$ cat src/rtl/rxd_pkg.sv
// Shared definitions for the buffered serial receiver: FSM encoding,
// oversampling ratio and the baud divisor helper.
package rxd_pkg;

  localparam int OVERSAMPLE = 16;

  typedef enum logic [2:0] {
    IDLE,
    START,
    DATA,
    STOP,
    WAIT_IDLE
  } rx_state_e;

  // Rounded clock cycles per oversample tick.
  function automatic int rxd_div(input int clk_hz, input int baud);
    return (clk_hz + (baud * OVERSAMPLE) / 2) / (baud * OVERSAMPLE);
  endfunction

endpackage

$ cat src/rtl/rxd_fifo_receiver_if.sv
// Host-side signal bundle of the buffered serial receiver.
interface rxd_fifo_receiver_if #(
  parameter int DATA_BITS = 8,
  parameter int DEPTH     = 16
);
  logic                   SDI;
  logic                   ReadEnable;
  logic                   ClearData;
  logic [DATA_BITS-1:0]   ReadData;
  logic                   DataAvailable;
  logic [$clog2(DEPTH):0] Count;
  logic                   Overrun;
  logic                   FramingError;

  modport slave (
    input  SDI, ReadEnable, ClearData,
    output ReadData, DataAvailable, Count, Overrun, FramingError
  );

  modport master (
    output SDI, ReadEnable, ClearData,
    input  ReadData, DataAvailable, Count, Overrun, FramingError
  );
endinterface

$ cat src/rtl/rxd_deserializer.sv
// Oversampling UART receiver: synchroniser, tick generator, frame FSM and
// shift register. Emits one-cycle push / framing-error strobes.
module rxd_deserializer
  import rxd_pkg::*;
#(
  parameter int CLK_HZ    = 50_000_000,
  parameter int BAUD      = 115200,
  parameter int DATA_BITS = 8
) (
  input  logic                 clk,
  input  logic                 rst,
  input  logic                 sdi,
  output logic [DATA_BITS-1:0] word,
  output logic                 push,
  output logic                 frame_err
);
  localparam int DIV_RAW = rxd_div(CLK_HZ, BAUD);
  localparam int DIV     = (DIV_RAW < 1) ? 1 : DIV_RAW;
  localparam int DIV_W   = (DIV > 1) ? $clog2(DIV) : 1;
  localparam int TICK_W  = $clog2(OVERSAMPLE);
  localparam int BIT_W   = $clog2(DATA_BITS);

  localparam logic [DIV_W-1:0]  DIV_LAST = DIV_W'(DIV - 1);
  localparam logic [TICK_W-1:0] MID_TICK = TICK_W'(OVERSAMPLE / 2 - 1);
  localparam logic [TICK_W-1:0] END_TICK = TICK_W'(OVERSAMPLE - 1);
  localparam logic [BIT_W-1:0]  LAST_BIT = BIT_W'(DATA_BITS - 1);

  rx_state_e            state_q, state_d;
  logic                 sdi_meta_q, sdi_sync_q, sdi_prev_q;
  logic [DIV_W-1:0]     div_cnt_q, div_cnt_d;
  logic [TICK_W-1:0]    tick_cnt_q, tick_cnt_d;
  logic [BIT_W-1:0]     bit_cnt_q, bit_cnt_d;
  logic [DATA_BITS-1:0] shift_q, shift_d;
  logic                 tick;

  always_ff @(posedge clk or posedge rst) begin
    if (rst) begin
      state_q    <= IDLE;
      sdi_meta_q <= 1'b1;
      sdi_sync_q <= 1'b1;
      sdi_prev_q <= 1'b1;
      div_cnt_q  <= '0;
      tick_cnt_q <= '0;
      bit_cnt_q  <= '0;
    end else begin
      state_q    <= state_d;
      sdi_meta_q <= sdi;
      sdi_sync_q <= sdi_meta_q;
      sdi_prev_q <= sdi_sync_q;
      div_cnt_q  <= div_cnt_d;
      tick_cnt_q <= tick_cnt_d;
      bit_cnt_q  <= bit_cnt_d;
    end
  end

  always_ff @(posedge clk) begin
    shift_q <= shift_d;
  end

  always_comb begin
    state_d    = state_q;
    div_cnt_d  = '0;
    tick_cnt_d = tick_cnt_q;
    bit_cnt_d  = bit_cnt_q;
    shift_d    = shift_q;
    push       = 1'b0;
    frame_err  = 1'b0;
    tick       = (state_q != IDLE) && (div_cnt_q == DIV_LAST);

    // Divider runs only while a frame is in progress, so it restarts on each start edge.
    if ((state_q != IDLE) && !tick) div_cnt_d = div_cnt_q + 1'b1;
    if (tick) tick_cnt_d = tick_cnt_q + 1'b1;

    unique case (state_q)
      IDLE: begin
        tick_cnt_d = '0;
        bit_cnt_d  = '0;
        if (sdi_prev_q && !sdi_sync_q) state_d = START;
      end
      START: begin
        if (tick && (tick_cnt_q == MID_TICK)) begin
          tick_cnt_d = '0;
          state_d    = sdi_sync_q ? IDLE : DATA;
        end
      end
      DATA: begin
        if (tick && (tick_cnt_q == END_TICK)) begin
          shift_d   = {sdi_sync_q, shift_q[DATA_BITS-1:1]};
          bit_cnt_d = bit_cnt_q + 1'b1;
          if (bit_cnt_q == LAST_BIT) state_d = STOP;
        end
      end
      STOP: begin
        if (tick && (tick_cnt_q == END_TICK)) begin
          if (sdi_sync_q) begin
            push    = 1'b1;
            state_d = IDLE;
          end else begin
            frame_err = 1'b1;
            state_d   = WAIT_IDLE;
          end
        end
      end
      WAIT_IDLE: begin
        if (sdi_sync_q) state_d = IDLE;
      end
      default: state_d = IDLE;
    endcase
  end

  assign word = shift_q;

endmodule

$ cat src/rtl/rxd_fifo_receiver.sv
// Serial receiver feeding a first-word-fall-through FIFO with a registered
// head word, explicit fill count and sticky overrun / framing flags.
module rxd_fifo_receiver
  import rxd_pkg::*;
#(
  parameter int CLK_HZ    = 50_000_000,
  parameter int BAUD      = 115200,
  parameter int DATA_BITS = 8,
  parameter int DEPTH     = 16
) (
  input logic                Clock,
  input logic                Reset,
  rxd_fifo_receiver_if.slave bus
);
  localparam int PTR_W = $clog2(DEPTH);
  localparam int CNT_W = PTR_W + 1;
  localparam logic [CNT_W-1:0] FULL_CNT = CNT_W'(DEPTH);
  localparam logic [CNT_W-1:0] ONE_CNT  = CNT_W'(1);

  logic [DATA_BITS-1:0] word;
  logic                 push, frame_err;

  rxd_deserializer #(
    .CLK_HZ   (CLK_HZ),
    .BAUD     (BAUD),
    .DATA_BITS(DATA_BITS)
  ) u_deser (
    .clk      (Clock),
    .rst      (Reset),
    .sdi      (bus.SDI),
    .word     (word),
    .push     (push),
    .frame_err(frame_err)
  );

  logic [DATA_BITS-1:0] mem_q [DEPTH];
  logic [PTR_W-1:0]     wr_ptr_q, wr_ptr_d, rd_ptr_q, rd_ptr_d, rd_next;
  logic [CNT_W-1:0]     count_q, count_d;
  logic [DATA_BITS-1:0] rdata_q, rdata_d;
  logic                 overrun_q, overrun_d, ferr_q, ferr_d;
  logic                 empty, full, do_pop, do_push, do_write;

  always_ff @(posedge Clock or posedge Reset) begin
    if (Reset) begin
      wr_ptr_q  <= '0;
      rd_ptr_q  <= '0;
      count_q   <= '0;
      rdata_q   <= '0;
      overrun_q <= 1'b0;
      ferr_q    <= 1'b0;
    end else begin
      wr_ptr_q  <= wr_ptr_d;
      rd_ptr_q  <= rd_ptr_d;
      count_q   <= count_d;
      rdata_q   <= rdata_d;
      overrun_q <= overrun_d;
      ferr_q    <= ferr_d;
    end
  end

  always_ff @(posedge Clock) begin
    if (do_write) mem_q[wr_ptr_q] <= word;
  end

  always_comb begin
    empty     = (count_q == '0);
    full      = (count_q == FULL_CNT);
    do_pop    = bus.ReadEnable && !empty;
    do_push   = push && (!full || do_pop);
    do_write  = do_push && !bus.ClearData;
    rd_next   = rd_ptr_q + 1'b1;
    wr_ptr_d  = wr_ptr_q;
    rd_ptr_d  = rd_ptr_q;
    count_d   = count_q;
    rdata_d   = rdata_q;
    overrun_d = overrun_q;
    ferr_d    = ferr_q;

    if (do_push) wr_ptr_d = wr_ptr_q + 1'b1;
    if (do_pop)  rd_ptr_d = rd_next;
    if (do_push && !do_pop) count_d = count_q + 1'b1;
    if (do_pop && !do_push) count_d = count_q - 1'b1;
    if (push && full && !do_pop) overrun_d = 1'b1;
    if (frame_err) ferr_d = 1'b1;

    // Head register: the word behind the popped one, or the incoming word when it becomes the head.
    if (do_pop) begin
      if (count_q > ONE_CNT) rdata_d = mem_q[rd_next];
      else if (do_push)      rdata_d = word;
    end else if (do_push && empty) begin
      rdata_d = word;
    end

    if (bus.ClearData) begin
      wr_ptr_d  = '0;
      rd_ptr_d  = '0;
      count_d   = '0;
      overrun_d = 1'b0;
      ferr_d    = 1'b0;
    end
  end

  assign bus.ReadData      = rdata_q;
  assign bus.DataAvailable = !empty;
  assign bus.Count         = count_q;
  assign bus.Overrun       = overrun_q;
  assign bus.FramingError  = ferr_q;

endmodule

$ cat src/flat_wrapper.sv
// flat-port wrapper written by rule: the top's interface ports become plain ports
module rxd_fifo_receiver_flat import rxd_pkg::*;
#(
  parameter int CLK_HZ    = 50_000_000,
  parameter int BAUD      = 115200,
  parameter int DATA_BITS = 8,
  parameter int DEPTH     = 16
)
  (Clock, Reset, bus_SDI, bus_ReadEnable, bus_ClearData, bus_ReadData, bus_DataAvailable, bus_Count, bus_Overrun, bus_FramingError);
  rxd_fifo_receiver_if #(.DATA_BITS(DATA_BITS), .DEPTH(DEPTH)) bus_i ();
  input logic Clock;
  input logic Reset;
  input wire logic [$bits(bus_i.SDI)-1:0] bus_SDI;
  input wire logic [$bits(bus_i.ReadEnable)-1:0] bus_ReadEnable;
  input wire logic [$bits(bus_i.ClearData)-1:0] bus_ClearData;
  output wire logic [$bits(bus_i.ReadData)-1:0] bus_ReadData;
  output wire logic [$bits(bus_i.DataAvailable)-1:0] bus_DataAvailable;
  output wire logic [$bits(bus_i.Count)-1:0] bus_Count;
  output wire logic [$bits(bus_i.Overrun)-1:0] bus_Overrun;
  output wire logic [$bits(bus_i.FramingError)-1:0] bus_FramingError;
  assign bus_i.SDI = bus_SDI;
  assign bus_i.ReadEnable = bus_ReadEnable;
  assign bus_i.ClearData = bus_ClearData;
  assign bus_ReadData = bus_i.ReadData;
  assign bus_DataAvailable = bus_i.DataAvailable;
  assign bus_Count = bus_i.Count;
  assign bus_Overrun = bus_i.Overrun;
  assign bus_FramingError = bus_i.FramingError;
  rxd_fifo_receiver #(.CLK_HZ(CLK_HZ), .BAUD(BAUD), .DATA_BITS(DATA_BITS), .DEPTH(DEPTH)) u_core (.Clock(Clock), .Reset(Reset), .bus(bus_i));
endmodule
$ cat config.mk
export PLATFORM = sky130hd
export DESIGN_NAME = rxd_fifo_receiver_flat
export DESIGN_NICKNAME = d
export VERILOG_FILES = /design/src/rtl/rxd_pkg.sv /design/src/rtl/rxd_fifo_receiver_if.sv /design/src/rtl/rxd_deserializer.sv /design/src/rtl/rxd_fifo_receiver.sv /design/src/flat_wrapper.sv
export SDC_FILE = /design/constraint.sdc
export NUM_CORES = 1
export LEC_CHECK = 0
export BUFFER_PORTS_ARGS = -buffer_cell sky130_fd_sc_hd__buf_2
export CAP_MARGIN = 20
export CORE_ASPECT_RATIO = 1.75
export CORE_MARGIN = 2
export CORE_UTILIZATION = 56
export CTS_CLUSTER_SIZE = 25
export DETAILED_ROUTE_END_ITERATION = 16
export PLACE_DENSITY = 0.8
export SYNTH_ARGS = -nofsm -noshare
export SYNTH_HDL_FRONTEND = slang
export SYNTH_SLANG_ARGS = --single-unit
$ cat constraint.sdc
create_clock -name Clock -period 2.4 [get_ports Clock]
set_input_delay 0.12 -clock Clock [delete_from_list [all_inputs] [get_ports Clock]]
set_output_delay 0.12 -clock Clock [all_outputs]
set_load 0.01 [all_outputs]
==> flow_results.org, run 1 <==
** Status
- Run status :: complete, no violations

** Critical path
- Path type of the worst setup path :: register to register
- For the worst setup path, the data required time is 2.71 ns.
- Data arrival at the endpoint of the critical path :: ~2.6 ns
- The worst setup path is launched from a register.
- Cell family with the largest share of critical-path delay :: compound AO/OA/AOI/OAI gates
- Cells traversed along the worst timing path :: ha_1 > buf_12 > mux4_2 > a22oi_1 > a31oi_1 > a221o_1
- Flop2flop setup slack :: 0.10 ns
- Critical path fanouts, max :: 32
- The largest single stage delay on the critical path is around 0.45 ns.
- Together, buffers and inverters on the worst path number 1.
- Cell with the biggest individual delay on the critical path :: sky130_fd_sc_hd__dfrtp_1
- STA classifies the critical path endpoint as a register.

** Yosys
- The cell area that synthesis handed to floorplanning was 0.00740 mm^2.
- The top cell type by area accounts for between 50% and 60% of the synthesized area.
- Counting instances in the post-synthesis netlist gives the leading cell types as 136 x sky130_fd_sc_hd__edfxtp_1, 39 x sky130_fd_sc_hd__nor2_1, 38 x sky130_fd_sc_hd__dfrtp_1.
- Leading cell type by number of instances after synthesis :: sky130_fd_sc_hd__edfxtp_1
- A synthesized cell averages approximately 16 um^2.
- Number of enable flip-flop cells after synthesis :: ~140
- Synthesis instantiated 59 different standard cells from the library.
- Gate count after technology mapping :: 449
- Fraction of registers with async set or reset after synthesis :: 23.2%
- Yosys reg bits :: ~180
- The most used flip-flop cell after synthesis is sky130_fd_sc_hd__edfxtp_1.
- Net count after synthesis :: 468
- By area the synthesized netlist is led by sky130_fd_sc_hd__edfxtp_1 55%, sky130_fd_sc_hd__dfrtp_1 13%, sky130_fd_sc_hd__mux4_2 9.7%, sky130_fd_sc_hd__ha_1 2.4%, sky130_fd_sc_hd__nor2_1 2.0%.
- Sequential elements use ~70% of the synthesized area.
- During synthesis, Yosys emitted a total of 0 warnings.
- The synthesized design spends more area on one cell type than any other, namely sky130_fd_sc_hd__edfxtp_1.

** Timing
- Final hold violation count :: 0
- Number of failing setup endpoints in the final timing report :: 0
- Least-Margin Pin Slew :: approximately 0.8 ns
- On the final layout, the worst hold slack is 0.0120 ns.
- Worst clock skew :: 0.00929 ns
- The routed design could run at a clock period as short as 2.30 ns.
- The final number of max-transition violations is 0.
- Worst setup slack after layout :: between 0.1 and 0.15 ns
- Of the available clock period, the critical path in the final layout requires around 96%.
- Measured against its own limit, the worst slew margin works out to between 40% and 50%.
- Maximum clock frequency :: about 0.44 GHz

** Global route
- The first global-routing pass estimated roughly 24 mm of wire.
- Tot GR Track Use :: 23.4%
- Via count of the first global-routing pass :: 4299
- Initial antenna violation count :: 0
- For this run the aggregate overflow at the end of global routing stands at 0.
- Entering global routing, the biggest net connects 42 pins.

** Detailed routing
- Dividing the detail-routed via count by the number of cells gives 6.16.
- Summed over all layers, the routed wires come to ~15 mm.
- For this block, the initial DRC count from the detailed router was 368.
- Routed wire per std cell :: about 23 um
- The pre-antenna-repair detailed-routing pass consisted of 5 iterations.
- Vias post-DR :: around 4200
- After detailed routing, the number of remaining DRC violations is 0.
- Remaining antenna violation count after routing :: 0

** Job
- Number of max-capacitance violations reported :: 0

** Final layout
- Fraction of final layout cells with drive strength greater than 1 :: between 20% and 30%
- 0 antenna diodes ended up in the layout.
- Post-route cell area :: ~0.0085 mm^2
- Fill cell total of the finished layout :: 918
- Measured on the finished design, the core utilization comes to between 60 and 70%.
- Multi-input gate area :: 0.00220 mm^2
- The net count of the finished layout is slightly above 500.
- From synthesis to final layout, the design area changed by 14.9%.
- Registers take approximately 0.0051 mm^2.

** CTS
- After clock tree synthesis, the clock-pin slew on the worst setup and hold paths is approximately 0.07 ns.
- Clock tree buffer depth :: 2
- The tree is rooted in a sky130_fd_sc_hd__clkbuf_16.
- TritonCTS built the clock tree.
- Clock latency of the later-clocked register in the worst-skew pair :: 0.43 ns
- Number of H-tree levels :: 4
- Clock tree synthesis found a total of about 180 sinks.
- Buffers inserted during clock tree synthesis total 17.

** Placement
- Area post-placement :: 0.00785 mm^2
- Half-perimeter wire length of the detailed placement result :: a little over 10 mm
- During placement, the flow inserted port buffers numbering 20.
- Worst setup timing slack at the placement stage :: -0.0727 ns
- Routability congestion estimate :: approximately 0.87

** Floorplanning
- The die is 156 um tall.
- From left edge to right edge, the die measures 90.9 um.
- Core ar. :: between 0.01 and 0.015 mm^2
- Cell Rows :: 55
- For this configuration, the core starts out at a cell density of 57.2%.
- 21 I/O pins were placed.
- Die Footprint :: about 0.014 mm^2

** Power and ir drop
- Overall power consumption after layout is estimated at about 8.3 mW.
- Power per cell area :: 979 mW/mm^2
- VDD sags by at most around 0.0009 V.
- Summed over all cells, the static leakage comes to 3.03 nW.

** Worst hold path
- The worst hold path belongs to the class input port to register.
-- per-layer routing --
layer	vias to the layer above	global-route usage [%]	routed length [um]
met5	-	0	0
met4	0	11.5	540
met3	35	3.91	791
met2	180	42.7	8590
met1	2124	26.5	5470
li1	1863	-	-
-- placed cells by master (no fill, tap or decap), drive strengths merged, types with 3 or more instances in the layout --
cell type and instances:
buf 47, edfxtp 136, nor4 5, clkbuf 19
inv 17, nor3 5, dfstp 3, nand4 3
nand2b 3, dfrtp 38, mux4 32, xor2 7
nor2 39, a21oi 7, a31oi 10, and3 4
a221o 8, mux2 4, xnor2 7, a22oi 9
nand3 7, nand4b 3, ha 14, nor2b 3
nand2 15, clkinvlp 4, clkinv 4, and2 6
o21ai 19
-- final cells by class --
type	instances	area share, %
multi-input combinational	239	25.9
clock inverter	13	1.78
tap	171	2.52
inverter	14	0.618
sequential	177	60.1
timing repair buffer	49	3.99
clock buffer	19	5.09
-- what timing repair did --
| item | 4_1_cts | 5_1_grt |
|---|---|---|
| endpoints found under the hold margin | 39 | 0 |
| endpoints found under the setup margin | 24 | 90 |
| pin swaps | 0 | 2 |
| setup buffers | 0 | 1 |
| hold buffers | 2 | 0 |
| resized for setup | 1 | 13 |
-- worst reg2reg max path: cells and delay by family (launching register included) --
family                   cells  cell delay [ns]
AO/OA/AOI/OAI                3             0.71
adder cells (fa/ha/maj)      1             0.37
buffers and inverters        1             0.23
flip-flops                   1             0.45
multiplexers                 1             0.44
-- where the power goes --
group | leakage [nW] | total, mW | switching, mW | internal (mW)
combinational | 1.00 | 2.02 | 1.04 | 0.972
sequential | 1.75 | 3.59 | 0.156 | 3.44
clock | 0.271 | 2.72 | 1.17 | 1.55
-- sequential cells by signal (all words and copies together), names as in the netlist --
register and cells:
u_core.mem_q 128, u_core.bus.ReadData 8, u_core.u_deser.word 8, u_core.bus.Count 5, u_core.u_deser.div_cnt_q 5, u_core.rd_ptr_q 4, u_core.u_deser.tick_cnt_q 4, u_core.wr_ptr_q 4
u_core.u_deser.bit_cnt_q 3, u_core.u_deser.state_q 3, u_core.bus.FramingError 1, u_core.bus.Overrun 1, u_core.u_deser.sdi_meta_q 1, u_core.u_deser.sdi_prev_q 1, u_core.u_deser.sdi_sync_q 1
-- path summary, 6_finish.rpt --
kind | start | endpoint | cells after the start
min in group asynchronous | Reset | u_core.u_deser.bit_cnt_q[1]$_DFFE_PP0P_ | 4
hold reg to reg | u_core.u_deser.sdi_meta_q$_DFF_PP1_ | u_core.u_deser.sdi_sync_q$_DFF_PP1_ | 0
max in group asynchronous | Reset | u_core.rd_ptr_q[0]$_DFFE_PP0P_ | 4
setup / recovery | u_core.rd_ptr_q[1]$_DFFE_PP0P_ | u_core.bus.ReadData[2]$_DFFE_PP0P_ | 6
setup reg to reg | u_core.rd_ptr_q[1]$_DFFE_PP0P_ | u_core.bus.ReadData[2]$_DFFE_PP0P_ | 6
hold / removal | bus_ClearData | u_core.wr_ptr_q[3]$_DFFE_PP0P_ | 2
-- stage by stage --
step / cells / setup TNS, ns
global route: 682 / -0.0322
global placement: 647 / 0
finish: 682 / 0
floorplan: 449 / -3.34
detailed placement: 647 / -0.946
CTS: 681 / -1.46
-- logic make-up after synthesis --
logic type / after synthesis / synth area share [%]
AO/OA/AOI/OAI: 70 / 6.57
XOR/XNOR: 14 / 1.66
adder cells (fa/ha/maj): 14 / 2.37
buffers and inverters: 33 / 2.06
flip-flops: 177 / 69.1
multiplexers: 38 / 10.6
AND/OR/NAND/NOR: 103 / 7.66
(Power assumes the default switching activity.)
==> run 2, diff against run 1 <==
Settings changed: ABC_AREA set to 1, SKIP_LAST_GASP set to 1.
==> run 2 against run 1 <==
  * Final cell count increased by 40%
  * Largest cell class unchanged
  * Global-route usage rose by 3.2 points
  * Maximum frequency rose by 2.8%
  * Clock skew fell by 0.0014 ns
  * Critical endpoint is now u_core.mem_q[5][2]$_DFFE_PP_
  * Worst setup slack improved by 0.063 ns
  * Synthesized cell count is 61% higher
  * Critical path type unchanged
==> flow_results.org, run 2 <==
** Timing
- Least-Margin Pin Slew :: 0.948 ns (was 0.793 ns)
- The hold violation total from the final report came to 0 (unchanged).
- Setup TNS :: 0 ns (unchanged)
- The final worst clock skew came to 0.00794 ns (was 0.00929 ns).
- Maximum clock frequency :: 0.447 GHz (was 0.435 GHz)
- Number of failing setup endpoints in the final timing report :: 0 (unchanged)
- Time the final worst path needs with I/O delays and setup :: 2.24 ns (was 2.30 ns)
- Hold slack :: 0.0791 ns (was 0.0120 ns)
- The relative slew slack came to 36.8% (was 47.1%).
- Worst setup slack after layout :: 0.164 ns (was 0.101 ns)
- Pins Over Slew Limit :: 0 (unchanged)
- Final worst path period share :: 93.2% (was 95.8%)
- Setup repair after global routing left no endpoint under its margin.

** Global route
- Tot GR Track Use :: 26.6% (was 23.4%)
- The sum of overflow across all layers after global routing was 0 (unchanged).
- Initial antenna violation count :: 0 (unchanged)
- The maximum number of pins on one net before global-route repair came to 65 (was 42).
- Wire length of the first global-routing pass :: 29.5 mm (was 24.3 mm)
- The number of global-route vias before repair was 5629 (was 4299).

** CTS
- The CTS clock-pin slew for the worst setup and hold paths is 0.07 ns (about the same).
- The number of clock sinks seen by CTS was 177 (unchanged).
- The maximum number of buffers from clock root to sink was 2 (unchanged).
- CTS tree :: yes (unchanged)
- CTS Buf Count :: 17 (unchanged)
- The H-tree depth was 4 (unchanged).
- The root buffer cell was sky130_fd_sc_hd__clkbuf_16 (unchanged).
- Clock latency of the later-clocked register in the worst-skew pair :: 0.43 ns (about the same)
- The number of buffers inserted to repair setup after CTS came to 0 (unchanged).

** Floorplanning
- Die outline height :: 159 um (was 156 um)
- The core region area is 0.0135 mm^2 (was 0.0129 mm^2).
- The number of top-level design ports was 21 (unchanged).
- The row count came to 56 (was 55).
- DIE WIDTH :: 92.7 um (was 90.9 um)
- Die Footprint :: 0.0148 mm^2 (was 0.0142 mm^2)
- Initial cell density of the core :: 57.3% (was 57.2%)

** Power and ir drop
- Power per cell area :: 1040 mW/mm^2 (was 979 mW/mm^2)
- The total leakage power is 3.41 nW (was 3.03 nW).
- The share of power burned in the clock network is 30.4% (was 32.6%).
- Cell Int Power :: 5.99 mW (was 5.96 mW)
- The net switching power came to 3.11 mW (was 2.37 mW).
- Sw frac :: 34.2% (was 28.4%)
- Sequential Power Share :: 39.9% (was 43.2%)
- The peak supply drop was 0.000760 V (was 0.000885 V).
- The portion of total power attributed to combinational logic came to 29.7% (was 24.2%).

** Yosys
- The count of state elements after synthesis is 177 (unchanged).
- Gate count after technology mapping :: 722 (was 449)
- Top cell types by occurrence after synthesis: 179 x sky130_fd_sc_hd__nor2_1, 136 x sky130_fd_sc_hd__edfxtp_1, 78 x sky130_fd_sc_hd__nand3_1 (was 136 x sky130_fd_sc_hd__edfxtp_1, 39 x sky130_fd_sc_hd__nor2_1, 38 x sky130_fd_sc_hd__dfrtp_1).
- The share of synthesized flip-flops with an asynchronous set or reset is 23.2% (unchanged).
- The dominant cell type by area after synthesis is sky130_fd_sc_hd__edfxtp_1 (unchanged).
- The most frequently used flop master after synthesis is sky130_fd_sc_hd__edfxtp_1 (unchanged).
- Top cells by area in the synthesized netlist :: sky130_fd_sc_hd__edfxtp_1 53%, sky130_fd_sc_hd__dfrtp_1 12%, sky130_fd_sc_hd__nor2_1 8.7%, sky130_fd_sc_hd__nand3_1 5.1%, sky130_fd_sc_hd__o21ai_0 3.8% (was sky130_fd_sc_hd__edfxtp_1 55%, sky130_fd_sc_hd__dfrtp_1 13%, sky130_fd_sc_hd__mux4_2 9.7%, sky130_fd_sc_hd__ha_1 2.4%, sky130_fd_sc_hd__nor2_1 2.0%)
- Synthesized area :: 0.00771 mm^2 (was 0.00740 mm^2)
- Area fraction of the dominant cell type after synthesis :: 53.0% (was 55.2%)
- The count of yosys warnings during synthesis was 0 (unchanged).
- Leading cell type by number of instances after synthesis :: sky130_fd_sc_hd__nor2_1 (was sky130_fd_sc_hd__edfxtp_1)
- Portion of the post-synthesis area used by sequential elements :: 66.3% (was 69.1%)
- Unique masters post-synth :: 35 (was 59)
- Net count after synthesis :: 741 (was 468)
- The count of flip-flops with a built-in enable after synthesis came to 136 (unchanged).
- Synthesized area per cell :: 10.7 um^2 (was 16.5 um^2)

** Placement
- The number of buffers added on ports came to 20 (unchanged).
- Half-perimeter wire length of the detailed placement result :: 12.7 mm (was 10.3 mm)
- The pre-CTS setup slack came to 0.121 ns (was -0.0727 ns).
- Area post-placement :: 0.00814 mm^2 (was 0.00785 mm^2)
- Routability congestion estimate :: 0.928 (was 0.872)
- Number of cells in the design after placement :: 922 (was 647)

** Detailed routing
- The residual DRC count is 0 (unchanged).
- DRC violation total after the first TritonRoute iteration :: 852 (was 368)
- 1st-pass router iterations :: 6 (was 5)
- Total wire length after detailed routing :: 18.7 mm (was 15.4 mm)
- The final routed wire length divided by cell count was 19.5 um (was 22.6 um).
- Vias post-DR :: 5594 (was 4202)
- The remaining antenna violation count was 0 (unchanged).
- The vias per cell was 5.85 (was 6.16).

** Final layout
- Area occupied by registers :: 0.00511 mm^2 (unchanged)
- The number of flip-flops in the largest register came to 128 (unchanged).
- The area of all placed cells without fillers was 0.00877 mm^2 (was 0.00850 mm^2).
- The layout-stage area growth over the synthesis result was 13.7% (was 14.9%).
- Commonest cells after routing, fill and taps aside :: 177 x sky130_fd_sc_hd__nor2_1, 136 x sky130_fd_sc_hd__edfxtp_1, 78 x sky130_fd_sc_hd__nand3_1, 73 x sky130_fd_sc_hd__nand2_1, 58 x sky130_fd_sc_hd__o21ai_0 (was 136 x sky130_fd_sc_hd__edfxtp_1, 37 x sky130_fd_sc_hd__dfrtp_1, 36 x sky130_fd_sc_hd__nor2_1, 32 x sky130_fd_sc_hd__mux4_2, 25 x sky130_fd_sc_hd__buf_4)
- The final-layout fill cell count came to 977 (was 918).
- Multi-input gate area :: 0.00231 mm^2 (was 0.00220 mm^2)
- Most common cell after layout, fill and taps aside :: sky130_fd_sc_hd__nor2_1 (was sky130_fd_sc_hd__edfxtp_1)
- Count of inserted antenna diode cells :: 0 (unchanged)
- The layout net count came to 789 (was 517).
- Final non-filler cell total :: 956 (was 682)
- Most flops, register :: u_core.mem_q (unchanged)
- The layout cell share with drive strength beyond 1 came to 14.8% (was 27.8%).

** Job
- Number of max-capacitance violations reported :: 0 (unchanged)

** Worst hold path
- Worst min-delay path class :: input port to register (unchanged)

** Critical path
- The type of the worst setup path was register to register (unchanged).
- Capturing element type of the critical path :: register (unchanged)
- Data arrival at the endpoint of the critical path :: 2.38 ns (was 2.61 ns)
- Worst path required time :: 2.54 ns (was 2.71 ns)
- The peak fanout along the critical path was 8 (was 32).
- The critical path launch point type is a register (unchanged).

** Status
- Run status :: complete, no violations (unchanged)
-- run 2: changes by cell type in the layout (fill, tap and decap cells not counted), sizes merged, moves of 8 or more --
cell | before | now
inv | 17 | 42
nor2 | 39 | 186
a221o | 8 | 0
nand2 | 15 | 81
o21ai | 19 | 85
mux4 | 32 | 0
a31oi | 10 | 0
nand3 | 7 | 80
a22oi | 9 | 0
-- run 2: metrics by stage --
step	power, mW	utilization (%)
2_1_floorplan	5.60	-
3_3_place_gp	6.22	60.5
3_5_place_dp	6.32	60.5
4_1_cts	9.06	65.1
5_1_grt	9.57	65.2
6_report	9.10	65.2
-- run 2: final timing paths --
| path | startpoint | slack [ns] | cells after the start | to |
|---|---|---|---|---|
| setup / recovery | u_core.u_deser.sdi_sync_q$_DFF_PP1_ | 0.16 | 9 | u_core.mem_q[5][2]$_DFFE_PP_ |
| hold / removal | bus_ReadEnable | 0.08 | 4 | u_core.rd_ptr_q[2]$_DFFE_PP0P_ |
| setup reg to reg | u_core.u_deser.sdi_sync_q$_DFF_PP1_ | 0.16 | 9 | u_core.mem_q[5][2]$_DFFE_PP_ |
| hold reg to reg | u_core.u_deser.sdi_meta_q$_DFF_PP1_ | 0.36 | 0 | u_core.u_deser.sdi_sync_q$_DFF_PP1_ |
| max in group asynchronous | Reset | 1.64 | 4 | u_core.rd_ptr_q[0]$_DFFE_PP0P_ |
| min in group asynchronous | Reset | 0.37 | 4 | u_core.u_deser.tick_cnt_q[3]$_DFF_PP0_ |
-- run 2: what timing repair did --
action,4_1_cts,5_1_grt
gates resized for setup,0,4
setup endpoints to repair,0,41
hold buffers,3,0
hold endpoints to repair,40,0
-- run 2: cell families after synthesis --
kind of cell | Yosys count | share of synthesized area [%]
AOI/OAI and AO/OA | 97 | 6.65
xor gates and xnor gates | 10 | 1.23
adders and majority gates | 14 | 2.27
buffers and inverters | 69 | 3.81
DFF | 177 | 66.3
and+or+nand+nor | 355 | 19.7
-- run 2: worst max-delay path, cell delays in order (launching register included) --
cell and delay (ns):
sky130_fd_sc_hd__dfstp_2 0.57, sky130_fd_sc_hd__clkinv_1 0.11, sky130_fd_sc_hd__nor2_1 0.16, sky130_fd_sc_hd__inv_1 0.11, sky130_fd_sc_hd__nor2_4 0.16, sky130_fd_sc_hd__nand2_2 0.14
sky130_fd_sc_hd__nor2_4 0.21, sky130_fd_sc_hd__nand2_2 0.15, sky130_fd_sc_hd__nor2_1 0.15, sky130_fd_sc_hd__buf_4 0.19
-- run 2: final cells by class --
class | count | area share [%]
Timing Repair Buffer | 56 | 4.31
Inverter | 42 | 1.80
Clock inverter | 14 | 1.90
Sequential cell | 177 | 58.3
Tap cell | 174 | 2.48
Multi-Input combinational cell | 476 | 26.3
Clock buffer | 17 | 4.85
-- run 2: power by group through the flow --
| stage | clock network [mW] | registers [mW] | logic [mW] |
|---|---|---|---|
| 3_3_place_gp | 0 | 3.67 | 2.55 |
| 4_1_cts | 2.76 | 3.63 | 2.67 |
| 3_5_place_dp | 0 | 3.68 | 2.63 |
| 6_report | 2.77 | 3.63 | 2.70 |
| 2_1_floorplan | 0 | 3.69 | 1.91 |
| 5_1_grt | 2.90 | 3.65 | 3.02 |
-- run 2: routing by layer --
metal	global-route usage (%)	vias up	routed length [um]
met1	29.3	2679	6340
met4	13.0	0	962
met2	48.7	277	10200
met3	4.45	82	1190
li1	-	2556	-
met5	0	-	0
==> run 3, diff against run 2 <==
Settings changed: CORE_MARGIN 2 to 3, GPL_ROUTABILITY_DRIVEN set to 0.
==> run 3 against run 2 <==
  * Global-route usage is 0.79 points lower
  * Count of clock-buffer cells in the layout stayed put
  * First-iteration DRC count is 12% lower
  * Sequential power hardly changed
  * Non-clock buffer count is 3 lower
==> flow_results.org, run 3 (same netlist as run 2, synthesis figures left out) <==
** Floorplanning
- Cell Rows :: 56 (unchanged)
- The core region area came to 0.0135 mm^2 (unchanged).
- Initial cell density of the core :: 57.3% (unchanged)
- The number of top-level design ports is 21 (unchanged).
- Die outline height :: 161 um (was 159 um)
- Die Footprint :: 0.0153 mm^2 (was 0.0148 mm^2)
- DIE WIDTH :: 94.7 um (was 92.7 um)

** Power and ir drop
- The peak supply drop came to 0.000879 V (was 0.000760 V).
- Design Power :: 9.11 mW (was 9.10 mW)
- Static power due to leakage :: 3.40 nW (was 3.41 nW)
- The power density over the cells came to 1040 mW/mm^2 (about the same).

** Timing
- The final number of max-transition violations is 0 (unchanged).
- The maximum operating frequency came to 0.438 GHz (was 0.447 GHz).
- Max-Slew Margin vs Limit :: 37.5% (was 36.8%)
- The final worst hold slack came to 0.0158 ns (was 0.0791 ns).
- Final hold violation count :: 0 (unchanged)
- Setup TNS :: 0 ns (unchanged)
- Unrepaired setup endpoints after global routing: no (unchanged).
- The final worst clock skew came to 0.0122 ns (was 0.00794 ns).
- The post-layout minimum cycle time is 2.28 ns (was 2.24 ns).
- Least-Margin Pin Slew :: 0.937 ns (was 0.948 ns)
- Final worst path period share :: 95.1% (was 93.2%)
- Number of failing setup endpoints in the final timing report :: 0 (unchanged)

** Critical path
- Worst Reg2Reg Path Length in Cells :: 11 (was 9)
- Critical path fanouts, max :: 8 (unchanged)
- The startpoint of the lowest-slack register-to-register path is u_core.u_deser.div_cnt_q[0]$_DFF_PP0_ (was u_core.u_deser.sdi_sync_q$_DFF_PP1_).
- The critical path launch point type is a register (unchanged).
- Terminus of the critical flop-to-flop path :: u_core.mem_q[15][6]$_DFFE_PP_ (was u_core.mem_q[5][2]$_DFFE_PP_)
- Start point of the critical path :: u_core.u_deser.div_cnt_q[0]$_DFF_PP0_ (was u_core.u_deser.sdi_sync_q$_DFF_PP1_)
- The slack of the worst reg-to-reg path was 0.12 ns (was 0.16 ns).
- Worst path required time :: 2.53 ns (was 2.54 ns)
- Data arrival at the endpoint of the critical path :: 2.42 ns (was 2.38 ns)
- Capturing element type of the critical path :: register (unchanged)
- Path type of the worst setup path :: register to register (unchanged)

** Detailed routing
- The number of optimization iterations in the first detailed-route pass was 6 (unchanged).
- Ratio of routed vias to standard cells :: 5.86 (was 5.85)
- The residual DRC count is 0 (unchanged).
- Routed wire per std cell :: 19.3 um (was 19.5 um)
- Total wire length after detailed routing :: 18.4 mm (was 18.7 mm)
- The initial detailed-routing violation count is 746 (was 852).
- The remaining antenna violation count was 0 (unchanged).
- The via total after detailed routing is 5594 (unchanged).

** CTS
- Clock tree buffer depth :: 2 (unchanged)
- Number of H-tree levels :: 4 (unchanged)
- The number of clock sinks seen by CTS is 177 (unchanged).
- Clock input transition at the sequential cells of the worst setup and hold paths :: 0.07 ns (about the same)
- Clock Root Buffer :: sky130_fd_sc_hd__clkbuf_16 (unchanged)
- Clock latency of the later-clocked register in the worst-skew pair :: 0.43 ns (about the same)
- CTS Buf Count :: 17 (unchanged)
- The CTS tree was yes (unchanged).

** Worst hold path
- Worst min-delay path class :: input port to register (unchanged)
- The worst hold endpoint was u_core.bus.Overrun$_DFFE_PP0P_ (was u_core.rd_ptr_q[2]$_DFFE_PP0P_).
- Instance count along the most critical hold path :: 2 (was 4)
- Min-delay src :: bus_ClearData (was bus_ReadEnable)

** Final layout
- Commonest cells after routing, fill and taps aside: 179 x sky130_fd_sc_hd__nor2_1, 136 x sky130_fd_sc_hd__edfxtp_1, 78 x sky130_fd_sc_hd__nand3_1, 73 x sky130_fd_sc_hd__nand2_1, 59 x sky130_fd_sc_hd__o21ai_0 (was 177 x sky130_fd_sc_hd__nor2_1, 136 x sky130_fd_sc_hd__edfxtp_1, 78 x sky130_fd_sc_hd__nand3_1, 73 x sky130_fd_sc_hd__nand2_1, 58 x sky130_fd_sc_hd__o21ai_0).
- Number of flip-flops under the largest register name :: 128 (unchanged)
- Most common cell after layout, fill and taps aside :: sky130_fd_sc_hd__nor2_1 (unchanged)
- The final-layout fill cell count is 972 (was 977).
- The register with the highest flop count is u_core.mem_q (unchanged).
- The layout cell share with drive strength beyond 1 is 14.6% (was 14.8%).
- Net count, final :: 786 (was 789)
- The layout-stage area growth over the synthesis result was 13.5% (was 13.7%).
- The number of antenna repair diodes was 0 (unchanged).

** Placement
- Port Buffers :: 20 (unchanged)
- The sum of net half-perimeters after detailed placement came to 12.4 mm (was 12.7 mm).

** Job
- The total of max-cap violations is 0 (unchanged).

** Global route
- Final global-route overflow total :: 0 (unchanged)
- Wire length of the first global-routing pass :: 28.9 mm (was 29.5 mm)
- Tot GR Track Use :: 25.8% (was 26.6%)
- The number of global-route vias before repair is 5509 (was 5629).
- The initial antenna violation count is 0 (unchanged).
- Pin count of the biggest net entering global routing :: 37 (was 65)

** Status
- Run status: complete, no violations (unchanged).
run 3: metal layers:
metal / vias to the layer above / GRT usage, % / part of all wire (%)
li1: 2548 / - / -
met1: 2650 / 27.3 / 33
met2: 303 / 46.1 / 54
met3: 93 / 4.66 / 6.6
met4: 0 / 16.1 / 6.6
met5: - / 0 / 0
run 3: worst max-delay path: stages, from the launching register on:
cell and delay (ns):
sky130_fd_sc_hd__dfrtp_1 0.42, sky130_fd_sc_hd__inv_1 0.07, sky130_fd_sc_hd__ha_1 0.14, sky130_fd_sc_hd__nand2_1 0.06, sky130_fd_sc_hd__nor2_1 0.18, sky130_fd_sc_hd__nand3_2 0.13, sky130_fd_sc_hd__nor2_4 0.15, sky130_fd_sc_hd__nand2_2 0.13
sky130_fd_sc_hd__nor2_1 0.18, sky130_fd_sc_hd__nand2_2 0.18, sky130_fd_sc_hd__nor2_1 0.16, sky130_fd_sc_hd__buf_4 0.18
run 3: repair_timing:
item                       4_1_cts  5_1_grt
gates resized for setup          0        1
hold endpoints to repair        41        0
setup endpoints to repair        0       32
hold buffers                     2        0
buffers inserted                 0        0
run 3: how the worst max path moves through the flow:
stage / slack, ns / endpoint / depth (start not counted)
after global routing: 0.002 / u_core.mem_q[0][4]$_DFFE_PP_ / 11
final: 0.12 / u_core.mem_q[15][6]$_DFFE_PP_ / 11
after floorplan: 0.24 / u_core.mem_q[11][0]$_DFFE_PP_ / 9
after detailed placement: 0.04 / u_core.mem_q[15][1]$_DFFE_PP_ / 11
after global placement: 0.13 / u_core.mem_q[15][4]$_DFFE_PP_ / 11
after CTS: 0.05 / u_core.mem_q[15][6]$_DFFE_PP_ / 11
run 3: final cells by class:
class	instances	area [um^2]	share of cell area, %
sequential	177	5110	58.4
multi-input combinational	476	2310	26.3
tap	174	218	2.49
clock buffer	17	425	4.86
timing repair buffer	53	353	4.03
clock inverter	15	180	2.06
inverter	42	158	1.80
run 3: where the power goes:
part           internal, mW  leakage, nW  total [mW]  switching, mW
Clock                  1.65        0.292        2.80           1.16
Sequential             3.45         1.75        3.63          0.180
Combinational         0.904         1.36        2.68           1.77
Total                  6.00         3.40        9.11           3.11
run 3: stage by stage:
step,utilization (%),setup WS [ns],cells,area (um^2)
global placement,60.4,0.126,920,8130
floorplan,-,0.241,722,7710
finish,65.1,0.118,954,8750
detailed placement,60.4,0.0430,920,8130
CTS,65.1,0.0534,954,8750
global route,65.1,0.00219,954,8750
